<file path="config.mk">
export PLATFORM = sky130hd
export DESIGN_NAME = gpr_snapshot_reader
export DESIGN_NICKNAME = d
export VERILOG_FILES = /design/src/rtl/gpr_snapshot_reader.sv
export SDC_FILE = /design/constraint.sdc
export NUM_CORES = 1
export LEC_CHECK = 0
export CAP_MARGIN = 20
export CORE_UTILIZATION = 51
export CTS_CLUSTER_DIAMETER = 60
export CTS_CLUSTER_SIZE = 25
export DETAILED_ROUTE_END_ITERATION = 6
export PLACE_DENSITY = 0.83
export SLEW_MARGIN = 20
export SYNTH_ARGS = -nofsm -noshare
export SYNTH_HDL_FRONTEND = slang
export SYNTH_SLANG_ARGS = --single-unit
</file>
<file path="constraint.sdc">
create_clock -name clk -period 5.85 [get_ports clk]
set_input_delay 0.585 -clock clk [delete_from_list [all_inputs] [get_ports clk]]
set_output_delay 0.585 -clock clk [all_outputs]
set_load 0.02 [all_outputs]
</file>
<file path="src/rtl/gpr_snapshot_reader.sv">
// rtl/gpr_snapshot_reader.sv - streams 32 GPRs plus committed PC as indexed beats per snapshot request
// Optional CSR beats (idx 33..36) are enabled by defining GPR_SNAP_CSR_EN.
module gpr_snapshot_reader #(
    parameter int XLEN   = 64,
    parameter int NREG   = 32,
    parameter int DROP_W = 16
) (
    input  logic              clk,
    input  logic              rst_n,
    input  logic              snap_req,
    input  logic [XLEN-1:0]   snap_pc,
`ifdef GPR_SNAP_CSR_EN
    input  logic [XLEN-1:0]   csr_mstatus,
    input  logic [XLEN-1:0]   csr_mepc,
    input  logic [XLEN-1:0]   csr_mcause,
    input  logic [XLEN-1:0]   csr_mtvec,
`endif
    output logic              busy,
    output logic              rf_ren,
    output logic [4:0]        rf_raddr,
    input  logic [XLEN-1:0]   rf_rdata,
    output logic              out_valid,
    input  logic              out_ready,
    output logic [5:0]        out_idx,
    output logic [XLEN-1:0]   out_data,
    output logic              out_last,
    output logic [DROP_W-1:0] drop_cnt
);

    typedef enum logic [2:0] {
        S_IDLE,
        S_RD,
        S_PCB,
`ifdef GPR_SNAP_CSR_EN
        S_CSR,
`endif
        S_DRAIN
    } state_t;

    state_t            state_q, state_d;
    logic [4:0]        rd_idx_q, rd_idx_d;
    logic [4:0]        last_addr_q, last_addr_d;
    logic              inf_q;
    logic [4:0]        inf_idx_q;
    logic [XLEN-1:0]   pc_q, pc_d;
    logic [1:0]        cnt_q, cnt_d;
    logic [5:0]        f_idx_q  [2];
    logic [5:0]        f_idx_d  [2];
    logic [XLEN-1:0]   f_data_q [2];
    logic [XLEN-1:0]   f_data_d [2];
    logic              f_last_q [2];
    logic              f_last_d [2];
    logic [DROP_W-1:0] drop_q, drop_d;
`ifdef GPR_SNAP_CSR_EN
    logic [XLEN-1:0]   csr_q [4];
    logic [XLEN-1:0]   csr_d [4];
    logic [1:0]        csr_sel_q, csr_sel_d;
`endif

    logic              pop;
    logic              room_ok;
    logic              push_b;
    logic [5:0]        b_idx;
    logic [XLEN-1:0]   b_data;
    logic              b_last;
    logic [1:0]        fill;

    // A slot is claimed at issue time, so a read only goes out if its data is guaranteed a place.
    assign pop      = (cnt_q != 2'd0) && out_ready;
    assign room_ok  = (({1'b0, cnt_q} + {2'b0, inf_q} - {2'b0, pop}) < 3'd2);
    assign rf_ren   = (state_q == S_RD) && room_ok;
    assign rf_raddr = rf_ren ? rd_idx_q : last_addr_q;
    assign busy      = (state_q != S_IDLE);
    assign out_valid = (cnt_q != 2'd0);
    assign out_idx   = f_idx_q[0];
    assign out_data  = f_data_q[0];
    assign out_last  = f_last_q[0];
    assign drop_cnt  = drop_q;

    always_comb begin
        state_d     = state_q;
        rd_idx_d    = rd_idx_q;
        last_addr_d = rf_ren ? rd_idx_q : last_addr_q;
        pc_d        = pc_q;
        drop_d      = drop_q;
        push_b      = 1'b0;
        b_idx       = 6'd0;
        b_data      = '0;
        b_last      = 1'b0;
`ifdef GPR_SNAP_CSR_EN
        csr_d       = csr_q;
        csr_sel_d   = csr_sel_q;
`endif
        if (snap_req && (state_q != S_IDLE) && (drop_q != {DROP_W{1'b1}})) begin
            drop_d = drop_q + 1'b1;
        end
        case (state_q)
            S_IDLE: begin
                if (snap_req) begin
                    state_d  = S_RD;
                    rd_idx_d = 5'd0;
                    pc_d     = snap_pc;
`ifdef GPR_SNAP_CSR_EN
                    csr_d[0] = csr_mstatus;
                    csr_d[1] = csr_mepc;
                    csr_d[2] = csr_mcause;
                    csr_d[3] = csr_mtvec;
`endif
                end
            end
            S_RD: begin
                if (room_ok) begin
                    rd_idx_d = rd_idx_q + 5'd1;
                    if (rd_idx_q == 5'(NREG - 1)) begin
                        state_d = S_PCB;
                    end
                end
            end
            S_PCB: begin
                if (room_ok) begin
                    push_b = 1'b1;
                    b_idx  = 6'd32;
                    b_data = pc_q;
`ifdef GPR_SNAP_CSR_EN
                    b_last    = 1'b0;
                    csr_sel_d = 2'd0;
                    state_d   = S_CSR;
`else
                    b_last  = 1'b1;
                    state_d = S_DRAIN;
`endif
                end
            end
`ifdef GPR_SNAP_CSR_EN
            S_CSR: begin
                if (room_ok) begin
                    push_b    = 1'b1;
                    b_idx     = 6'd33 + {4'd0, csr_sel_q};
                    b_data    = csr_q[csr_sel_q];
                    b_last    = (csr_sel_q == 2'd3);
                    csr_sel_d = csr_sel_q + 2'd1;
                    if (csr_sel_q == 2'd3) begin
                        state_d = S_DRAIN;
                    end
                end
            end
`endif
            S_DRAIN: begin
                if ((cnt_q == 2'd0) || ((cnt_q == 2'd1) && pop)) begin
                    state_d = S_IDLE;
                end
            end
            default: state_d = S_IDLE;
        endcase
    end

    // Returning read data enters ahead of a same-cycle PC/CSR push to keep beat order.
    always_comb begin
        f_idx_d  = f_idx_q;
        f_data_d = f_data_q;
        f_last_d = f_last_q;
        fill     = cnt_q;
        if (pop) begin
            f_idx_d[0]  = f_idx_q[1];
            f_data_d[0] = f_data_q[1];
            f_last_d[0] = f_last_q[1];
            fill        = fill - 2'd1;
        end
        if (inf_q) begin
            f_idx_d[fill[0]]  = {1'b0, inf_idx_q};
            f_data_d[fill[0]] = (inf_idx_q == 5'd0) ? '0 : rf_rdata;
            f_last_d[fill[0]] = 1'b0;
            fill              = fill + 2'd1;
        end
        if (push_b) begin
            f_idx_d[fill[0]]  = b_idx;
            f_data_d[fill[0]] = b_data;
            f_last_d[fill[0]] = b_last;
            fill              = fill + 2'd1;
        end
        cnt_d = fill;
    end

    always_ff @(posedge clk) begin
        if (!rst_n) begin
            state_q     <= S_IDLE;
            rd_idx_q    <= 5'd0;
            last_addr_q <= 5'd0;
            inf_q       <= 1'b0;
            inf_idx_q   <= 5'd0;
            pc_q        <= '0;
            cnt_q       <= 2'd0;
            drop_q      <= '0;
            for (int i = 0; i < 2; i++) begin
                f_idx_q[i]  <= 6'd0;
                f_data_q[i] <= '0;
                f_last_q[i] <= 1'b0;
            end
`ifdef GPR_SNAP_CSR_EN
            for (int i = 0; i < 4; i++) begin
                csr_q[i] <= '0;
            end
            csr_sel_q <= 2'd0;
`endif
        end else begin
            state_q     <= state_d;
            rd_idx_q    <= rd_idx_d;
            last_addr_q <= last_addr_d;
            inf_q       <= rf_ren;
            inf_idx_q   <= rd_idx_q;
            pc_q        <= pc_d;
            cnt_q       <= cnt_d;
            drop_q      <= drop_d;
            f_idx_q     <= f_idx_d;
            f_data_q    <= f_data_d;
            f_last_q    <= f_last_d;
`ifdef GPR_SNAP_CSR_EN
            csr_q       <= csr_d;
            csr_sel_q   <= csr_sel_d;
`endif
        end
    end

endmodule

</file>
# Word level (Yosys, flattened, before mapping)
# Cells that the tools add are included.
# op_classes
addsub	7
magnitude_cmp	5
eq_ne	11
n_mux	46
n_bitwise	4
n_reduce_logical	17
# ops
operator	n
two-way mux 64 bit	6
bitwise mux 128 bit	2
two-way mux 128 bit	2
demux 64 bit (select 1 bit)	2
two-way mux 6 bit	5
bitwise mux 12 bit	2
two-way mux 12 bit	2
adder 16 x 1 -> 16 bit, second input constant	1
inequality test 16 bit, second input constant	1
two-way mux 3 bit	5
two-way mux 5 bit	3
demux 6 bit (select 1 bit)	2
one-hot mux 3 bit (4 select lines)	1
two-way mux 2 bit	5
one-hot mux 5 bit (2 select lines)	1
inequality test 2 bit, second input constant	4
logical AND 1 bit	7
== test 3 x 2 -> 1 bit, second input constant	2
adder 5 x 1 -> 5 bit, second input constant	1
== test 5 bit, second input constant	1
zero test 5 bit	1
two-way mux 1 bit	5
AND reduction 5 bit	1
adder 2 x 1 -> 2 bit, second input constant	2
other kinds (21)	26
# word_totals
regBits	243
inputBits	132
output_inout_bits	95
elab_cells	104

# Depth between registers and ports, before layout
# Gate-level depths: netlist of the first run.
# depth
depth_word	13
ltp_mapped	15
mapped_depth_nobuf	13

# Worst setup path after synthesis of the first run
# No wires, ideal clock.
# synth_path
path_kind	register -> output
from	register cnt_q[1]
to	output rf_raddr[0]
arrival_ns	2.456
required_time_ns	5.265
setup_slack_ns	2.809
stages_incl_launch_ff	11
path_buffers	2
path_cell_list	dfxtp_1 > inv_1 > ha_1 > nand2b_4 > buf_2 > buf_2 > nor2_1 > fa_1 > xnor2_2 > nand3_2 > mux2_2
# synth_via
elab_chain_cells	6
word_cells_on_any_way	7
cone_classes	2 x add/sub; 1 x order compare; 1 x mux; 3 x reduce/logical
# synth_rtl
item	line_no	source
start, declared	46	logic [1:0] cnt_q, cnt_d;
start signal, assigned	212	cnt_q <= cnt_d;
branches (longest 2 deep; another with adder 2 x 1 -> 3 bit)	n/a	
subtractor 3 x 1 -> 3 bit (*)	70	assign room_ok = (({1'b0, cnt_q} + {2'b0, inf_q} - {2'b0, pop}) < 3'd2);
< comparator 3 x 2 -> 1 bit (*)	70	
logical AND 1 bit (*)	71	assign rf_ren = (state_q == S_RD) && room_ok;
two-way mux 5 bit (*)	n/a	
end, declared	20	output logic [4:0] rf_raddr,
# Mark *: on every way between the ends.

# Worst setup path after layout of the first run
# layout_path
from	register cnt_q[1]
to	output rf_raddr[1]
# Same word-level chain as after synthesis.

==> run_results.csv, run 1 <==
group,metric,value,unit
status,status,"finished clean",
pwr,pwr-share-clk,24.5,%
die,die_h,153,um
timing,finClkSkew,18.9,ps
setup_path,critPathMaxFanout,26,
synthesis,synth.net_count,1544,
route,wl_per_cell,18.0,um
route,post-route-drc-count,0,
synthesis,synth_cells,1401,
route,drt-initial-drc-count,866,
setup_path,crit_required,5270,ps
clock_tree,insertion_delay,510,ps
clock_tree,clkTransAtPathRegs,70,ps
synthesis,synth_common_cells,"nand2_1 (414), dfxtp_1 (242), buf_4 (79)",
pwr,peakVddDrop,0.210,mV
timing,tns,0,ps
pwr,seqPwrFrac,37.1,%
pwr,leakagePower,5.62,nW
clock_tree,cts-root-buf,"clkbuf_16",
synthesis,synth.ff_latch_count,242,
layout,fin_cells,1780,
synthesis,synthDistinctLibCells,55,
synthesis,async_flop_share,0,%
die,ios,227,
route,vias,10300,
placed_design,io_buffers,226,
setup_path,r2r_cells,14,
timing,final-hold-violation-count,0,
global_routing,grt_max_degree,111,
global_routing,overflow,0,
synthesis,syn_area_per_cell,8.34,um^2
timing,drv_slew,0,
layout,area_delta_synth_final,20.0,%
clock_tree,tritoncts,"built",
worst_hold_path,hp-class,"flip-flop to flip-flop",
global_routing,grt_pass1_vias,10100,
die,initial_core_util,51.8,%
flow_run,maxCapViolCount,0,
setup_path,critPathKind,"flip-flop to output pin",
die,die_w,153,um
setup_path,r2r_slack,1760,ps
synthesis,synth_seq_area_share,41.4,%
timing,setup_viol,0,
clock_tree,htree_levels,1,
setup_path,startpoint_type,"flip-flop",
die,row_count,55,
clock_tree,clock_path_buffers,3,
synthesis,synth-main-ff-cell,"dfxtp_1",
setup_path,cp-end-kind,"output pin",
synthesis,synth-edff-count,0,
setup_path,crit_path_start,"cnt_q[1]",
die,die_area,23500,um^2
clock_tree,cts_hold_buf,0,
die,core_area,22600,um^2
worst_hold_path,worstHoldPathCells,2,
setup_path,r2r_start,"cnt_q[1]",
synthesis,syn-cell-area,11700,um^2
timing,fmax,213,MHz
synthesis,synthTopCellsByArea,"dfxtp_1 (41%), nand2_1 (13%), mux2i_1 (6.4%), a32o_1 (5.5%), buf_4 (5.1%)",
worst_hold_path,min_to,"f_idx_q[3]",
layout,antenna_cells,0,
pwr,p_per_area,425,nW/um^2
layout,multi_input_area,5660,um^2
clock_tree,cts_setup_buffers,0,
pwr,power_switching_share,37.3,%
synthesis,post-synth-top-count-cell,"nand2_1",
synthesis,synth_top_area_cell,"dfxtp_1",
layout,seq_area,4840,um^2
route,detail-route-antenna-nets,0,
clock_tree,cts_buffers,21,
timing,rsz0062_at_grt,"no",
clock_tree,clock_sinks,242,
placed_design,gp_congestion,0.814,
clock_tree,ctsResizeCount,0,
layout,nets,1624,
route,dr.pass1.iters,6,
worst_hold_path,worst_hold_startpoint,"f_idx_q[3]",
synthesis,synth_top_cell_area_share,41.4,%
placed_design,dp_hpwl,19.7,mm
global_routing,grt_pass1_wl,51.0,mm
layout,n_fill_cell,1927,
timing,finalCritPeriodShare,80.2,%
synthesis,synth-warning-count,0,
pwr,combPwrFrac,38.3,%
setup_path,critPathArrivalTime,4110,ps
layout,layout-drive-gt1-share,5.55,%
route,viasPerCell,5.81,
route,drt-total-wl,32.0,mm
timing,relSlewSlack,27.7,%
pwr,p_int,0.00374,W
setup_path,rr_endpoint,"f_data_q[38]",
pwr,switchingPower,0.00223,W
global_routing,grt_util_all_layers,26.5,%
placed_design,dp.cells,1743,
timing,post-route-min-period,4690,ps
global_routing,antenna_found_initial,0,
timing,worst_pin_slew,1080,ps
[power by group through the flow]
| stage | clock [W] | combinational (W) | sequential, W |
|---|---|---|---|
| global placement | 0 | 0.00221 | 0.00223 |
| CTS | 0.00148 | 0.00229 | 0.00221 |
| global route | 0.00155 | 0.00248 | 0.00225 |
| floorplan | 0 | 0.00176 | 0.00216 |
| detailed placement | 0 | 0.00228 | 0.00224 |
| finish | 0.00146 | 0.00229 | 0.00221 |
[metal layers]
metal	GRT usage, %	up-vias	share of wire, %
li1	-	4906	-
met1	32.6	4928	41
met2	46.4	438	49
met3	4.17	68	7.1
met4	10.0	0	2.9
met5	0	-	0
[cell type report]
cell class	count	share of cell area [%]
Clock buffer	24	3.97
Clock inverter	13	1.20
Inverter	14	0.375
Multi-Input combinational cell	963	40.4
Sequential cell	242	34.5
Tap cell	285	2.54
Timing Repair Buffer	239	17.0
[worst max-delay path: stages, from the launching register on]
cell and delay, ps:
dfxtp_1 470, inv_1 110, ha_1 210, nand2b_4 370, xnor2_4 260, inv_2 120, ha_1 150, inv_1 50
fa_1 430, xnor2_2 260, nand3_2 260, mux2_2 310, clkdlybuf4s50_1 600
[layout by cell type, fill, tap and decap left out, drive strengths merged, types with 2 or more instances in the layout]
cell type / synthesis / routed
mux2: 5 / 5
clkbuf: 47 / 24
inv: 14 / 19
a21oi: 9 / 9
nand2: 414 / 414
a211oi: 6 / 6
nand4: 7 / 7
xor2: 4 / 4
dfxtp: 242 / 242
o21a: 3 / 3
clkinv: 0 / 5
or3: 2 / 2
a32o: 64 / 64
nor2: 20 / 20
nor4: 2 / 2
nand2b: 4 / 4
bufinv: 0 / 2
nand3: 76 / 76
and2: 21 / 21
xnor2: 9 / 9
nor2b: 3 / 3
a31oi: 67 / 67
o21ai: 74 / 74
clkdlybuf4s50: 0 / 225
buf: 134 / 14
nor3: 4 / 4
ha: 10 / 10
a21boi: 69 / 69
mux2i: 75 / 75
and3: 5 / 5
[state kept, by name, summed over array words and instances, names as in the netlist]
signal and flops:
f_data_q 64, out_idx 6, last_addr_q 5, drop_cnt 16, inf_idx_q 5, out_last 1
cnt_q 2, f_idx_q 6, f_last_q 1, rd_idx_q 5, out_data 64, state_q 2
inf_q 1, pc_q 64
[worst max-delay path by stage]
stage	to	depth (start not counted)
floorplan	rf_raddr[0]	10
global placement	rf_raddr[1]	11
detailed placement	rf_raddr[1]	11
CTS	rf_raddr[1]	12
global route	rf_raddr[2]	12
finish	rf_raddr[1]	12
[through the flow]
| stage | worst slack [ps] | hold WS [ps] | util [%] | area, um^2 | total power, W |
|---|---|---|---|---|---|
| after floorplan | 2810 | 436 | - | 11700 | 0.00392 |
| after detailed placement | 1380 | 458 | 58.9 | 13300 | 0.00452 |
| final | 1160 | 466 | 62.1 | 14000 | 0.00596 |
| after global placement | 1420 | 442 | 58.9 | 13300 | 0.00445 |
| after global routing | 921 | 486 | 62.1 | 14000 | 0.00628 |
| after CTS | 1140 | 468 | 62.1 | 14000 | 0.00598 |
[cells by family (layout without fill, tap and decap cells)]
| kind of cell | after synthesis | after routing | synth area share (%) |
|---|---|---|---|
| compound gates | 294 | 294 | 17.9 |
| simple gates | 564 | 564 | 20.7 |
| fa+ha+maj | 11 | 11 | 1.24 |
| xor+xnor | 14 | 14 | 1.39 |
| buf+inv | 196 | 290 | 10.4 |
| flops | 242 | 242 | 41.4 |
| mux | 80 | 80 | 6.90 |
Note: power is estimated with default switching activity, not from simulation.
==> run 2: changes to the inputs <==
==> constraint.sdc (replaced) <==
create_clock -name clk -period 4.5 [get_ports clk]
set_input_delay 0.45 -clock clk [delete_from_list [all_inputs] [get_ports clk]]
set_output_delay 0.45 -clock clk [all_outputs]
set_load 0.02 [all_outputs]
==> run 2 against run 1 <==
Net effect: sequential share of layout area about the same; count of clock-buffer cells in the layout down 2; final cell count about the same; clock skew down 6.7 ps; critical endpoint unchanged; largest cell class unchanged; highest routed layer unchanged.
==> run_results.csv, run 2 (synthesized netlist as in run 1, its figures left out) <==
group,metric,value,unit
status,status,"finished clean",
die,die_w,153,um
global_routing,grt_use_met2,44.8,%
pwr,p_per_area,544,nW/um^2
global_routing,antenna_found_initial,0,
setup_path,slowest_stage,"clkdlybuf4s50_1",
global_routing,grt_pass1_vias,10100,
global_routing,use_met1,34.1,%
clock_tree,insertion_delay,500,ps
global_routing,grt_pass1_wl,51.1,mm
timing,worst_pin_slew,1100,ps
timing,relSlewSlack,26.7,%
die,die_h,153,um
die,ios,227,
clock_tree,clock_path_buffers,3,
layout,layout-drive-gt1-share,5.61,%
setup_path,startpoint_type,"flip-flop",
global_routing,overflow,0,
timing,rsz0062_at_grt,"no",
clock_tree,ctsResizeCount,0,
setup_path,crit_path_cell_trace,"inv_1, ha_1, nand2b_4, xnor2_4, inv_2, ha_1, inv_1, fa_1, xnor2_2, nand3_2, mux2_2, clkdlybuf4s50_1",
pwr,leakagePower,5.62,nW
worst_hold_path,worst_hold_startpoint,"rst_n",
timing,timing.hold.ws,253,ps
pwr,peakVddDrop,0.349,mV
route,detail-route-antenna-nets,0,
route,post-route-drc-count,0,
setup_path,r2r_cells,14,
layout,mostFrequentLayoutCells,"nand2_1 (410), dfxtp_1 (242), clkdlybuf4s50_1 (225)",
clock_tree,cts_buffers,19,
setup_path,r2r_start,"cnt_q[1]",
global_routing,grt_max_degree,99,
setup_path,critPathKind,"flip-flop to output pin",
flow_run,maxCapViolCount,0,
placed_design,pre_cts_slack,635,ps
clock_tree,tritoncts,"built",
setup_path,critPathArrivalTime,3740,ps
die,initial_core_util,51.8,%
global_routing,groute.layer.met3.usage,4.17,%
route,wl_per_cell,17.8,um
layout,n_fill_cell,1877,
clock_tree,cts_hold_buf,0,
timing,fin_ws,306,ps
route,vias,10400,
setup_path,cp-end-kind,"output pin",
timing,tns,0,ps
die,core_area,22600,um^2
timing,setup_viol,0,
worst_hold_path,hp-class,"input port to flip-flop",
timing,fmax,238,MHz
layout,area_delta_synth_final,19.9,%
setup_path,path_delay_family,"buffers and inverters",
worst_hold_path,min_to,"f_data_q[46]",
route,dr.pass1.iters,5,
timing,finalCritPeriodShare,93.2,%
timing,drv_slew,0,
clock_tree,clock_sinks,242,
global_routing,grt_util_all_layers,26.5,%
timing,finClkSkew,12.2,ps
layout,utilization,62.1,%
worst_hold_path,worstHoldPathCells,3,
placed_design,gp_congestion,0.800,
die,row_count,55,
clock_tree,cts_setup_buffers,0,
die,die_area,23500,um^2
clock_tree,htree_levels,1,
layout,antenna_cells,0,
clock_tree,cts-root-buf,"clkbuf_16",
setup_path,path_buf_inv,4,
global_routing,gr-max-usage-layer,"met2",
route,drt-initial-drc-count,769,
route,viasPerCell,5.81,
layout,nets,1626,
setup_path,crit_required,4050,ps
setup_path,r2r_slack,970,ps
timing,post-route-min-period,4190,ps
placed_design,io_buffers,226,
route,drt-total-wl,31.6,mm
clock_tree,clkTransAtPathRegs,80,ps
setup_path,cpPeakStageDelay,590,ps
timing,final-hold-violation-count,0,
setup_path,rr_endpoint,"out_data[22]",
placed_design,dp_hpwl,19.6,mm
setup_path,critPathMaxFanout,8,
layout,final_common_cell,"nand2_1",
[run 2: worst max-delay path by stage]
stage,from,depth (start not counted),end
after floorplan,cnt_q[1],10,rf_raddr[0]
after global placement,out_ready,13,out_data[29]
after detailed placement,out_ready,11,rf_raddr[1]
after CTS,cnt_q[1],12,rf_raddr[1]
after global routing,cnt_q[1],12,rf_raddr[1]
final,cnt_q[1],12,rf_raddr[1]
[run 2: per-stage QoR]
step	cell area, um^2	cells	power, W
final	14000	1781	0.00762
after floorplan	11700	1401	0.00510
after global routing	14000	1781	0.00804
after detailed placement	13400	1747	0.00591
after global placement	13400	1746	0.00582
after CTS	14000	1781	0.00765
[run 2: final cells by class]
class	instances	area (um^2)	area share [%]
Timing Repair Buffer	243	2470	17.6
Clock inverter	12	129	0.919
Multi-Input combinational cell	963	5660	40.4
Inverter	14	52.6	0.375
Clock buffer	22	507	3.61
Sequential cell	242	4840	34.6
Tap cell	285	357	2.54
[run 2: worst min-delay path, delay by kind of cell]
family	cells	cell delay, ps
buffers and inverters	1	140
AO/OA/AOI/OAI	2	120
[run 2: where the power goes]
group	total (W)	switching (W)	leakage [nW]	internal (W)
logic	0.00302	0.00174	3.34	0.00128
clock network	0.00174	0.000838	0.312	0.000899
registers	0.00287	0.000298	1.97	0.00257
total	0.00762	0.00288	5.62	0.00474
[run 2: layer usage]
metal,vias up,share of wire (%)
met4,0,2.6
met2,439,47
met3,64,7.7
met5,-,0
li1,4929,-
met1,4920,42
==> run 3: changes to the inputs <==
==> constraint.sdc (replaced) <==
create_clock -name clk -period 4.11 [get_ports clk]
set_input_delay 0.411 -clock clk [delete_from_list [all_inputs] [get_ports clk]]
set_output_delay 0.411 -clock clk [all_outputs]
set_load 0.02 [all_outputs]
==> run 3 against run 2 <==
Net effect: sequential power grew 9.1%; sequential share of layout area down 0.086 points; first-iteration DRC count down 14%; global-route usage fell by 0.58 points; design area up 0.28%; combinational power rose by 9.6%.
==> run_results.csv, run 3 (synthesized netlist as in run 1, its figures left out) <==
group,metric,value,unit
clock_tree,clkTransAtPathRegs,80,ps
die,die_w,153,um
layout,mostFrequentLayoutCells,"nand2_1 (410), dfxtp_1 (241), clkdlybuf4s50_1 (225)",
timing,final-hold-violation-count,0,
die,initial_core_util,51.8,%
clock_tree,cts-root-buf,"clkbuf_16",
setup_path,r2r_start,"cnt_q[0]",
route,dr.pass1.iters,5,
layout,nets,1633,
flow_run,maxCapViolCount,0,
pwr,p_per_area,601,nW/um^2
route,drt-total-wl,31.6,mm
layout,seq_area,4850,um^2
pwr,peakVddDrop,0.359,mV
setup_path,r2r_cells,15,
layout,n_fill_cell,1926,
setup_path,crit_required,3700,ps
clock_tree,htree_levels,1,
global_routing,grt_pass1_vias,9910,
setup_path,rr_endpoint,"out_data[15]",
route,vias,10300,
die,die_h,153,um
layout,multi_input_area,5670,um^2
status,status,"finished clean",
clock_tree,tritoncts,"built",
placed_design,dp_hpwl,19.5,mm
layout,area_delta_synth_final,20.3,%
die,core_area,22600,um^2
placed_design,pre_cts_slack,350,ps
route,post-route-drc-count,0,
clock_tree,cts_buffers,20,
route,drt-initial-drc-count,662,
worst_hold_path,worst_hold_startpoint,"snap_pc[2]",
global_routing,grt_max_degree,91,
timing,tns,0,ps
timing,finalCritPeriodShare,95.6,%
timing,fmax,254,MHz
setup_path,critPathMaxFanout,8,
route,detail-route-antenna-nets,0,
die,die_area,23500,um^2
layout,antenna_cells,0,
global_routing,grt_util_all_layers,25.9,%
route,wl_per_cell,17.6,um
layout,layout-drive-gt1-share,6.18,%
timing,fin_ws,179,ps
timing,finClkSkew,14.5,ps
timing,drv_slew,0,
clock_tree,cts_hold_buf,0,
timing,post-route-min-period,3930,ps
worst_hold_path,worstHoldPathCells,3,
worst_hold_path,min_to,"pc_q[2]",
clock_tree,clock_sinks,242,
timing,rsz0062_at_grt,"no",
timing,worst_pin_slew,996,ps
placed_design,gp_congestion,0.795,
setup_path,startpoint_type,"flip-flop",
global_routing,overflow,0,
worst_hold_path,hp-class,"input port to flip-flop",
setup_path,critPathArrivalTime,3520,ps
clock_tree,insertion_delay,510,ps
global_routing,grt_pass1_wl,50.0,mm
timing,relSlewSlack,33.5,%
die,ios,227,
clock_tree,clock_path_buffers,3,
layout,final_common_cell,"nand2_1",
setup_path,cp-end-kind,"output pin",
timing,setup_viol,0,
die,row_count,55,
global_routing,antenna_found_initial,1,
placed_design,io_buffers,226,
setup_path,r2r_slack,440,ps
setup_path,critPathKind,"flip-flop to output pin",
route,viasPerCell,5.78,
pwr,leakagePower,5.65,nW
run 3: cell types whose count changed in the layout (fill, tap and decap cells not counted), moves of 2 or more:
cell       delta
buf_12        -3
inv_8         +4
buf_4        +10
clkbuf_16     +2
run 3: repair_timing:
item / 4_1_cts / 5_1_grt
pin swaps: 1 / 0
buffers inserted: 1 / 0
gates resized for setup: 1 / 1
hold endpoints to repair: 0 / 0
endpoints found under the setup margin: 5 / 5
run 3: stage by stage:
stage	util, %	power (W)	cells	area (um^2)	hold WS (ps)
2_1_floorplan	-	0.00558	1401	11700	436
3_3_place_gp	59.2	0.00635	1752	13400	443
5_1_grt	62.3	0.00890	1789	14100	450
3_5_place_dp	59.2	0.00644	1752	13400	452
6_report	62.3	0.00845	1789	14100	452
4_1_cts	62.3	0.00850	1789	14100	437
run 3: power by group:
part / leakage, nW / total (W) / switching [W] / internal, W
logic: 3.35 / 0.00331 / 0.00191 / 0.00140
clock network: 0.331 / 0.00201 / 0.000956 / 0.00105
registers: 1.97 / 0.00313 / 0.000318 / 0.00281
run 3: worst max-delay path by stage:
stage               from     endpoint  slack (ps)  cells after the start
3_5_place_dp   out_ready  rf_raddr[2]         350                     11
2_1_floorplan   cnt_q[1]  rf_raddr[0]        1240                     10
3_3_place_gp   out_ready  rf_raddr[1]         390                     11
6_report        cnt_q[0]  rf_raddr[2]         180                     12
5_1_grt         cnt_q[0]  rf_raddr[1]           3                     12
4_1_cts         cnt_q[1]  rf_raddr[2]          50                     12
run 3: worst max-delay path, cell delays in order (launching register included):
cell,delay (ps)
dfxtp_1,370
inv_2,80
ha_1,210
nand2b_4,170
xnor2_4,150
inv_2,110
ha_1,150
inv_1,50
fa_1,430
xnor2_2,240
nand3_4,170
mux2_2,280
clkdlybuf4s50_1,600
run 3: final cells by class:
cell class | count | area share, %
Sequential cell | 242 | 34.5
Multi-Input combinational cell | 963 | 40.3
Timing Repair Buffer | 249 | 17.5
Tap cell | 285 | 2.54
Inverter | 14 | 0.374
Clock buffer | 23 | 3.86
Clock inverter | 13 | 0.961
run 3: per-layer routing:
layer | vias to the layer above | GRT usage [%] | share of wire [%]
li1 | 4933 | - | -
met1 | 4909 | 32.5 | 42
met2 | 429 | 43.8 | 47
met3 | 68 | 4.71 | 7.8
met4 | 2 | 10.6 | 3.3
met5 | - | 0 | 0.035
